==> src/rtl/array_result_drain_pkg.sv <==
// Shared types and constants for the PE-array result drain.
package array_result_drain_pkg;
  localparam int FIFO_DEPTH = 2;
  localparam int DATA_W     = 16;

  typedef enum logic [1:0] {
    IDLE,
    ISSUE,
    FLUSH
  } drain_state_e;

  // One buffered output beat: data word plus end-of-drain marker.
  typedef struct packed {
    logic              last;
    logic [DATA_W-1:0] data;
  } beat_t;
endpackage

==> src/rtl/array_result_drain_fifo2.sv <==
// drain_fifo2: 2-entry synchronous FIFO with occupancy count.
// Push while full is accepted only when a pop happens in the same cycle.
module drain_fifo2
  import array_result_drain_pkg::*;
#(
  parameter int W = DATA_W + 1
) (
  input  logic         clk,
  input  logic         rst_n,
  input  logic         push,
  input  logic [W-1:0] wdata,
  input  logic         pop,
  output logic [W-1:0] rdata,
  output logic [1:0]   count,
  output logic         empty,
  output logic         full
);
  logic [1:0][W-1:0] mem_q, mem_d;
  logic              wr_ptr_q, wr_ptr_d;
  logic              rd_ptr_q, rd_ptr_d;
  logic [1:0]        cnt_q, cnt_d;
  logic              do_push, do_pop;

  assign do_pop  = pop & (cnt_q != 2'd0);
  assign do_push = push & ((cnt_q != 2'(FIFO_DEPTH)) | do_pop);

  assign rdata = mem_q[rd_ptr_q];
  assign count = cnt_q;
  assign empty = (cnt_q == 2'd0);
  assign full  = (cnt_q == 2'(FIFO_DEPTH));

  // Next-state for storage, pointers and occupancy.
  always_comb begin
    mem_d    = mem_q;
    wr_ptr_d = wr_ptr_q;
    rd_ptr_d = rd_ptr_q;
    if (do_push) begin
      mem_d[wr_ptr_q] = wdata;
      wr_ptr_d        = ~wr_ptr_q;
    end
    if (do_pop) begin
      rd_ptr_d = ~rd_ptr_q;
    end
    cnt_d = cnt_q + {1'b0, do_push} - {1'b0, do_pop};
  end

  // Storage registers; cleared on reset so the head reads as zero.
  always_ff @(posedge clk or negedge rst_n) begin
    if (!rst_n) begin
      mem_q    <= '0;
      wr_ptr_q <= 1'b0;
      rd_ptr_q <= 1'b0;
      cnt_q    <= 2'd0;
    end else begin
      mem_q    <= mem_d;
      wr_ptr_q <= wr_ptr_d;
      rd_ptr_q <= rd_ptr_d;
      cnt_q    <= cnt_d;
    end
  end
endmodule

==> src/rtl/array_result_drain.sv <==
// array_result_drain: sweeps every PE result RAM in PE-major order and
// streams the words out as valid/ready beats with a last marker.
// Optional macro DRAIN_CHECKSUM_EN appends a 16-bit XOR checksum beat.
module array_result_drain
  import array_result_drain_pkg::*;
#(
  parameter int SIZE   = 4,
  parameter int ADDR_W = 10
) (
  input  logic              clk,
  input  logic              reset,
  input  logic              drain_start,
  input  logic [ADDR_W-1:0] base_addr,
  input  logic [ADDR_W-1:0] word_count,
  output logic [SIZE-1:0]   pe_addr,
  output logic [ADDR_W-1:0] reg_addr,
  input  logic [DATA_W-1:0] rd_data,
  output logic              m_valid,
  input  logic              m_ready,
  output logic [DATA_W-1:0] m_data,
  output logic              m_last,
  output logic              busy,
  output logic              done
);
`ifdef DRAIN_CHECKSUM_EN
  localparam bit CSUM_EN = 1'b1;
`else
  localparam bit CSUM_EN = 1'b0;
`endif
  localparam int              PE_NUM  = SIZE * SIZE;
  localparam logic [SIZE-1:0] PE_LAST = SIZE'(PE_NUM - 1);

  drain_state_e      state_q, state_d;
  logic [SIZE-1:0]   pe_cnt_q, pe_cnt_d;
  logic [ADDR_W-1:0] word_cnt_q, word_cnt_d;
  logic [ADDR_W-1:0] base_q, base_d;
  logic [ADDR_W-1:0] count_q, count_d;
  logic [SIZE-1:0]   pe_addr_q, pe_addr_d;
  logic [ADDR_W-1:0] reg_addr_q, reg_addr_d;
  logic              inflight_q, inflight_d;
  logic              infl_last_q, infl_last_d;
  logic              done_q, done_d;
  logic [DATA_W-1:0] csum_q, csum_d;
  logic              csum_pend_q, csum_pend_d;

  logic              credit_ok, pop, csum_push;
  logic              fifo_push, fifo_empty, fifo_full;
  logic [1:0]        fifo_count;
  beat_t             push_beat, head_beat;

  assign pop = m_valid & m_ready;

  // Issue only if the word it fetches is guaranteed a FIFO slot.
  assign credit_ok = ({1'b0, fifo_count} + {2'b00, inflight_q}) < (3'd2 + {2'b00, pop});

  // Read data returns the cycle after the address; the checksum beat only
  // enters once no read is in flight, so the two never collide.
  assign fifo_push = inflight_q | csum_push;
  always_comb begin
    push_beat = '{last: 1'b1, data: csum_q};
    if (inflight_q) begin
      push_beat = '{last: infl_last_q, data: rd_data};
    end
  end

  drain_fifo2 #(.W($bits(beat_t))) u_fifo (
    .clk   (clk),
    .rst_n (reset),
    .push  (fifo_push),
    .wdata (push_beat),
    .pop   (pop),
    .rdata (head_beat),
    .count (fifo_count),
    .empty (fifo_empty),
    .full  (fifo_full)
  );

  assign m_valid  = ~fifo_empty;
  assign m_data   = head_beat.data;
  assign m_last   = m_valid & head_beat.last;
  assign pe_addr  = pe_addr_q;
  assign reg_addr = reg_addr_q;
  assign busy     = (state_q != IDLE);
  assign done     = done_q;

  // Sweep FSM: address generation, credit gating and completion.
  always_comb begin
    state_d     = state_q;
    pe_cnt_d    = pe_cnt_q;
    word_cnt_d  = word_cnt_q;
    base_d      = base_q;
    count_d     = count_q;
    pe_addr_d   = pe_addr_q;
    reg_addr_d  = reg_addr_q;
    inflight_d  = 1'b0;
    infl_last_d = 1'b0;
    done_d      = 1'b0;
    csum_d      = csum_q;
    csum_pend_d = csum_pend_q;
    csum_push   = 1'b0;
    if (inflight_q) begin
      csum_d = csum_q ^ rd_data;
    end
    case (state_q)
      IDLE: begin
        if (drain_start) begin
          base_d     = base_addr;
          count_d    = word_count;
          pe_cnt_d   = '0;
          word_cnt_d = '0;
          csum_d     = '0;
          if (word_count == '0) begin
            if (CSUM_EN) begin
              state_d     = FLUSH;
              csum_pend_d = 1'b1;
            end else begin
              done_d = 1'b1;
            end
          end else begin
            state_d     = ISSUE;
            csum_pend_d = CSUM_EN;
          end
        end
      end
      ISSUE: begin
        if (credit_ok) begin
          inflight_d = 1'b1;
          pe_addr_d  = pe_cnt_q;
          reg_addr_d = base_q + word_cnt_q;
          if (word_cnt_q == count_q - 1'b1) begin
            word_cnt_d = '0;
            if (pe_cnt_q == PE_LAST) begin
              state_d     = FLUSH;
              infl_last_d = ~CSUM_EN;
            end else begin
              pe_cnt_d = pe_cnt_q + 1'b1;
            end
          end else begin
            word_cnt_d = word_cnt_q + 1'b1;
          end
        end
      end
      FLUSH: begin
        if (csum_pend_q && !inflight_q && !fifo_full) begin
          csum_push   = 1'b1;
          csum_pend_d = 1'b0;
        end
        if (pop && head_beat.last) begin
          state_d = IDLE;
          done_d  = 1'b1;
        end
      end
      default: state_d = IDLE;
    endcase
  end

  // Control and address registers; reset aborts any drain in progress.
  always_ff @(posedge clk or negedge reset) begin
    if (!reset) begin
      state_q     <= IDLE;
      pe_cnt_q    <= '0;
      word_cnt_q  <= '0;
      base_q      <= '0;
      count_q     <= '0;
      pe_addr_q   <= '0;
      reg_addr_q  <= '0;
      inflight_q  <= 1'b0;
      infl_last_q <= 1'b0;
      done_q      <= 1'b0;
      csum_q      <= '0;
      csum_pend_q <= 1'b0;
    end else begin
      state_q     <= state_d;
      pe_cnt_q    <= pe_cnt_d;
      word_cnt_q  <= word_cnt_d;
      base_q      <= base_d;
      count_q     <= count_d;
      pe_addr_q   <= pe_addr_d;
      reg_addr_q  <= reg_addr_d;
      inflight_q  <= inflight_d;
      infl_last_q <= infl_last_d;
      done_q      <= done_d;
      csum_q      <= csum_d;
      csum_pend_q <= csum_pend_d;
    end
  end
endmodule
==> config.mk <==
export PLATFORM = sky130hd
export DESIGN_NAME = array_result_drain
export DESIGN_NICKNAME = d
export VERILOG_FILES = /design/src/rtl/array_result_drain_pkg.sv /design/src/rtl/array_result_drain_fifo2.sv /design/src/rtl/array_result_drain.sv
export SDC_FILE = /design/constraint.sdc
export NUM_CORES = 1
export LEC_CHECK = 0
export ABC_AREA = 1
export CAP_MARGIN = 15
export CORE_UTILIZATION = 55
export CTS_CLUSTER_DIAMETER = 80
export DETAILED_ROUTE_END_ITERATION = 6
export PLACE_DENSITY = 0.85
export SYNTH_ARGS = -nofsm -noshare
export SYNTH_HDL_FRONTEND = slang
export SYNTH_SLANG_ARGS = --single-unit
export TNS_END_PERCENT = 1
==> constraint.sdc <==
create_clock -name clk -period 2.3 [get_ports clk]
set_clock_uncertainty 0.15 [all_clocks]
set_input_delay 0.23 -clock clk [delete_from_list [all_inputs] [get_ports clk]]
set_output_delay 0.23 -clock clk [all_outputs]
set_load 0.01 [all_outputs]
After elaboration in Yosys (flattened, before gate mapping)
Cells that the tools add are included.
{ "word_totals": {"register_bits": 108, "out_inout_bits": 34, "in_bits": 40, "word_cells": 113} }
{ "classes": {"muxes": 41, "n_lt_le_gt_ge": 4, "bitwise_logic": 10, "n_eq_ne": 14, "reduce_logical": 19, "n_addsub": 8} }
{ "ops": {"columns": ["op", "n"], "rows": [
  ["17-bit two-way mux", 4],
  ["16-bit two-way mux", 3],
  ["34-bit bitwise mux", 1],
  ["10-bit two-way mux", 3],
  ["10-bit one-hot mux with 2 select lines", 1],
  ["2-bit inequality test (second input constant)", 9],
  ["17-bit demux with 1-bit select", 1],
  ["4-bit two-way mux", 4],
  ["16-bit bitwise XOR", 1],
  ["1-bit two-way mux", 14],
  ["2-bit two-way mux", 6],
  ["10-bit by 1-bit adder with 10-bit output (second input constant)", 1],
  ["10-bit adder", 1],
  ["10-bit == test", 1],
  ["10-bit zero test", 1],
  ["10-bit by 1-bit subtractor with 10-bit output (second input constant)", 1],
  ["4-bit one-hot mux with 2 select lines", 1],
  ["2-bit nonzero test", 4],
  ["2-bit one-hot mux with 3 select lines", 1],
  ["6-bit AND reduction", 1],
  ["5-bit AND reduction", 1],
  ["4-bit by 1-bit adder with 4-bit output (second input constant)", 1],
  ["1-bit bitwise AND", 4],
  ["2-bit == test (second input constant)", 2],
  ["18 further kinds", 29]
]} }

Longest topological paths before layout
{ "depth": {"depth_word": 9, "ltp_mapped": 16, "depth_no_buf": 15} }

Modules after synthesis
From an unflattened synthesis, not the netlist that was laid out.
{ "hier_totals": {"hier_cells": 746, "hier_area_um2": 5913.2} }
{ "modules_own_cells": {"columns": ["module", "cells_per_inst", "seq_area_each_um2", "area_each_um2", "n_inst"], "rows": [
  ["array_result_drain", 516, 1726.7, 3985.1, 1],
  ["drain_fifo2", 230, 950.9, 1928.1, 1]
]} }

Worst setup path before layout
OpenSTA, ideal clock, no wires.
{ "synth_path": {"path_type": "flip-flop to flip-flop", "start": "register word_cnt_q[0]", "end": "register reg_addr_q[8] (netlist: reg_addr[8])", "synth_period_minus_slack_ns": 1.947, "required_ns": 2.054, "setup_ns": 0.096, "path_stages_with_launch": 9, "path_buffers": 0, "path_slack_ns": 0.353, "arrival_ns": 1.701, "cell_sequence": "dfrtp_1 > ha_1 > inv_1 > fa_1 > o21ai_0 > nand2_1 > nand2_1 > nor2_1 > o31ai_1"} }
{ "synth_via": {"elab_chain_len": 1} }
{ "synth_lines": {"columns": ["element", "line_no", "text"], "rows": [
  ["from (decl)", "array_result_drain.sv:35", "logic [ADDR_W-1:0] word_cnt_q, word_cnt_d;"],
  ["from (signal assigned)", "array_result_drain.sv:175", "word_cnt_q <= word_cnt_d;"],
  ["10-bit adder", "array_result_drain.sv:129", "reg_addr_d = base_q + word_cnt_q;"],
  ["to (signal assigned)", "array_result_drain.sv:179", "reg_addr_q <= reg_addr_d;"],
  ["to (decl)", "array_result_drain.sv:39", "logic [ADDR_W-1:0] reg_addr_q, reg_addr_d;"]
]} }
No other way between the ends.
A chain may end at the register's enable or synchronous reset.

Worst setup path in the final report
{ "layout_path": {"start": "register u_fifo.rd_ptr_q", "end": "output m_data[10]"} }
{ "layout_via": {"elab_chain_len": 2} }
{ "layout_lines": {"columns": ["element", "line_no", "text"], "rows": [
  ["from (decl)", "array_result_drain_fifo2.sv:20", "logic rd_ptr_q, rd_ptr_d;"],
  ["from (signal assigned)", "array_result_drain_fifo2.sv:57", "rd_ptr_q <= rd_ptr_d;"],
  ["17-bit two-way mux (not written as such) (2 in series)", "array_result_drain_fifo2.sv:27", "assign rdata = mem_q[rd_ptr_q];"],
  ["to (decl)", "array_result_drain.sv:20", "output logic [DATA_W-1:0] m_data,"]
]} }
No other way between the ends. The select of a mux whose other input is x is not followed.

==> results.py <==
metrics = {
    "floorplan": {
        "dieWidth_um": 103,
        "core_area_um2": 9820,
        "die_h_um": 103,
        "start_util_pct": 56.9,
        "rows": 36,
        "die_area_um2": 10600,
        "ios": 74,
    },
    "synth": {
        "yosysSeqAreaShare_pct": 47.9,
        "synth_cell_types": 36,
        "syn_inst": 693,
        "yosysWarnings": 0,
        "synth_area_um2": 5590,
        "yosys-top-cells-area": "dfrtp_1 48%, nand2_1 14%, o21ai_0 8.2%",
        "synth_top_area_share_pct": 47.9,
        "avgSynthCellArea_um2": 8.06,
        "netlist.top_cell.by_area": "dfrtp_1",
        "ys_ff_latch": 107,
        "syn_nets": 750,
    },
    "grt": {
        "grt_max_degree": 50,
        "grtUsageTotal_pct": 25.5,
        "grt_pass1_vias": 4829,
        "antenna_found_initial": 0,
        "gr-total-overflow": 0,
        "grt_pass1_wl_mm": 21.0,
    },
    "power_and_ir_drop": {
        "power_mw": 8.26,
        "p_per_area_nw_per_um2": 1220,
        "ir_worst_vdd_v": 0.000596,
        "power_leakage_nw": 3.21,
    },
    "final_layout": {
        "antenna_cells": 0,
        "syn2layout_area_growth_pct": 20.8,
        "fin_util_pct": 68.7,
        "finalNonFillerCells": 909,
        "final_layout_size_suffix_gt1_share_pct": 8.38,
        "final_nets": 828,
    },
    "worst_setup_path": {
        "critical_path.max_stage_delay_ns": 0.59,
        "r2r_cells": 8,
        "crit_fanout": 24,
        "cp-end-kind": "output port",
        "cp.required_ns": 1.92,
        "worst_ep_arrival_time_ns": 1.83,
        "cp-start-kind": "register",
        "critPathKind": "reg2out",
        "worstPathCellList": "buf_4, o21ai_0, clkdlybuf4s50_1",
        "cp_slowest_cell": "clkdlybuf4s50_1",
    },
    "route": {
        "drt-pass1-iter-count": 5,
        "wl_met3_um": 562,
        "drc_errors": 0,
        "ant_nets": 0,
        "m1WireLength_mm": 5.14,
        "routed.top_layer": "met4",
        "drt_iter0_drc": 214,
        "wl_per_cell_um": 13.7,
        "vias_per_cell": 5.28,
        "vias": 4796,
        "wl_mm": 12.4,
        "wl_met2_mm": 6.41,
    },
    "place": {
        "dp_hpwl_mm": 9.05,
        "dp_slack_ns": 0.0844,
        "gp_congestion": 0.850,
        "port_buffers": 73,
        "numPlacedInstances": 892,
    },
    "clocking": {
        "cts_buffer_depth": 2,
        "clkLatencyLatePin_ns": 0.38,
        "clockRootBuffer": "clkbuf_8",
        "cts.clk_slew.worst_paths_ns": 0.11,
        "htreeDepth": 3,
        "cts_buffers": 9,
        "numClockSinks": 107,
        "postCtsSetupBuffers": 0,
        "tritoncts": "yes",
    },
    "timing": {
        "setup_tns_ns": 0,
        "fin_crit_ns": 2.21,
        "period_share_pct": 95.9,
        "rsz0062_at_grt": "false",
        "fin_ws_ns": 0.0939,
        "max_slew_margin_pct": 58.8,
        "hold_viol_final": 0,
        "tightest_slew_ns": 0.618,
        "setup_viol": 0,
        "fmax_mhz": 453,
        "maxSlewViolCount": 0,
    },
    "worst_hold_path": {
        "hold_class": "in2async",
    },
    "status": {
        "outcome": "complete, no violations",
    },
    "job": {
        "drv_cap": 0,
    },
}
[synth_stat cells]
library cell and instances:
a22oi_1 1, nor3_1 5, nor2_2 4, o21bai_1 2
and3_1 1, fa_1 1, o21ai_0 92, nor4_1 1
xor2_1 12, nor2_1 34, buf_6 2, a21oi_1 31
nand2_4 1, and2_1 1, ha_1 16, mux2_1 4
nand4_1 8, inv_2 2, nand2_1 208, clkbuf_1 15
o21ai_1 2, nand3_1 20, mux2_2 12, dfrtp_1 107
inv_1 84, nor2_4 3, o31ai_1 3, o21ai_2 1
xnor2_1 6, a31oi_1 1, nand3_2 2, or2_2 1
nand2_2 7, buf_2 1, or2_4 1, buf_4 1
[metal layers]
metal,global-route usage [%],vias to the layer above
li1,-,2373
met1,30.2,2263
met2,45.9,132
met3,3.59,28
met4,11.6,0
met5,0,-
[placed cells by master (no fill, tap or decap), types with 3 or more instances in the layout]
master / netlist / routed
o21ai_0: 92 / 91
o21ai_1: 2 / 3
clkbuf_8: 0 / 10
o31ai_1: 3 / 3
xnor2_1: 6 / 6
buf_4: 1 / 11
nor3_1: 5 / 5
mux2_2: 12 / 12
inv_1: 84 / 83
nand2_2: 7 / 7
ha_1: 16 / 15
clkdlybuf4s50_1: 0 / 71
nand3_1: 20 / 20
nand4_1: 8 / 8
dfrtp_1: 107 / 107
nor2_2: 4 / 4
nor2_4: 3 / 3
xor2_1: 12 / 12
a21oi_1: 31 / 31
mux2_1: 4 / 4
nor2_1: 34 / 34
nand2_1: 208 / 208
inv_2: 2 / 3
[critical path: cells and delay by family (launching register included)]
kind / cells / cell delay, ns
buffers and inverters: 2 / 0.80
flip-flops: 1 / 0.39
AO/OA/AOI/OAI: 1 / 0.26
[worst paths after layout]
kind,from,endpoint,slack [ns]
setup reg to reg,word_cnt_q[0],reg_addr[8],0.14
max in group asynchronous,reset,count_q[0],1.08
min in group clk,base_addr[4],base_q[4],0.23
hold / removal,reset,u_fifo.mem_q[12],0.23
setup / recovery,u_fifo.rd_ptr_q,m_data[10],0.09
hold reg to reg,base_q[0],base_q[0],0.34
[what timing repair did]
item / in CTS / in global routing
setup endpoints to repair: 1 / 10
endpoints found under the hold margin: 46 / 0
gates resized for setup: 2 / 4
hold buffers: 1 / 0
[power breakdown]
| group | internal [mW] | switching (mW) |
|---|---|---|
| logic | 1.64 | 2.32 |
| clock network | 0.557 | 0.694 |
| registers | 2.62 | 0.434 |
[cell type report]
class                           instances  area [µm²]
Clock buffer                           10         138
Inverter                               86         323
Clock inverter                          6        77.6
Timing Repair Buffer                   86         852
Sequential cell                       107        2680
Tap cell                              133         166
Multi-Input combinational cell        481        2520
Fill cell                             838        3070
[sequential cells by signal (all words and copies together) (netlist names), 2 cells and up]
register / count
base_q: 10
word_cnt_q: 10
csum_q: 16
pe_addr: 4
count_q: 10
reg_addr: 10
u_fifo.count: 2
u_fifo.mem_q: 34
state_q: 2
pe_cnt_q: 4
[logic make-up after synthesis]
| family | share of synthesized area, % |
|---|---|
| compound gates | 12.3 |
| xor+xnor | 2.82 |
| fa+ha+maj | 3.94 |
| buf+inv | 7.41 |
| flops | 47.9 |
| mux | 3.23 |
| simple gates | 22.4 |
[through the flow]
step	hold WS, ns	area (µm²)
4_1_cts	0.226	6730
6_report	0.230	6750
3_3_place_gp	0.121	6500
2_1_floorplan	-0.216	5590
3_5_place_dp	0.131	6500
5_1_grt	0.239	6750
No activity file was read; power rests on OpenSTA's default activity.
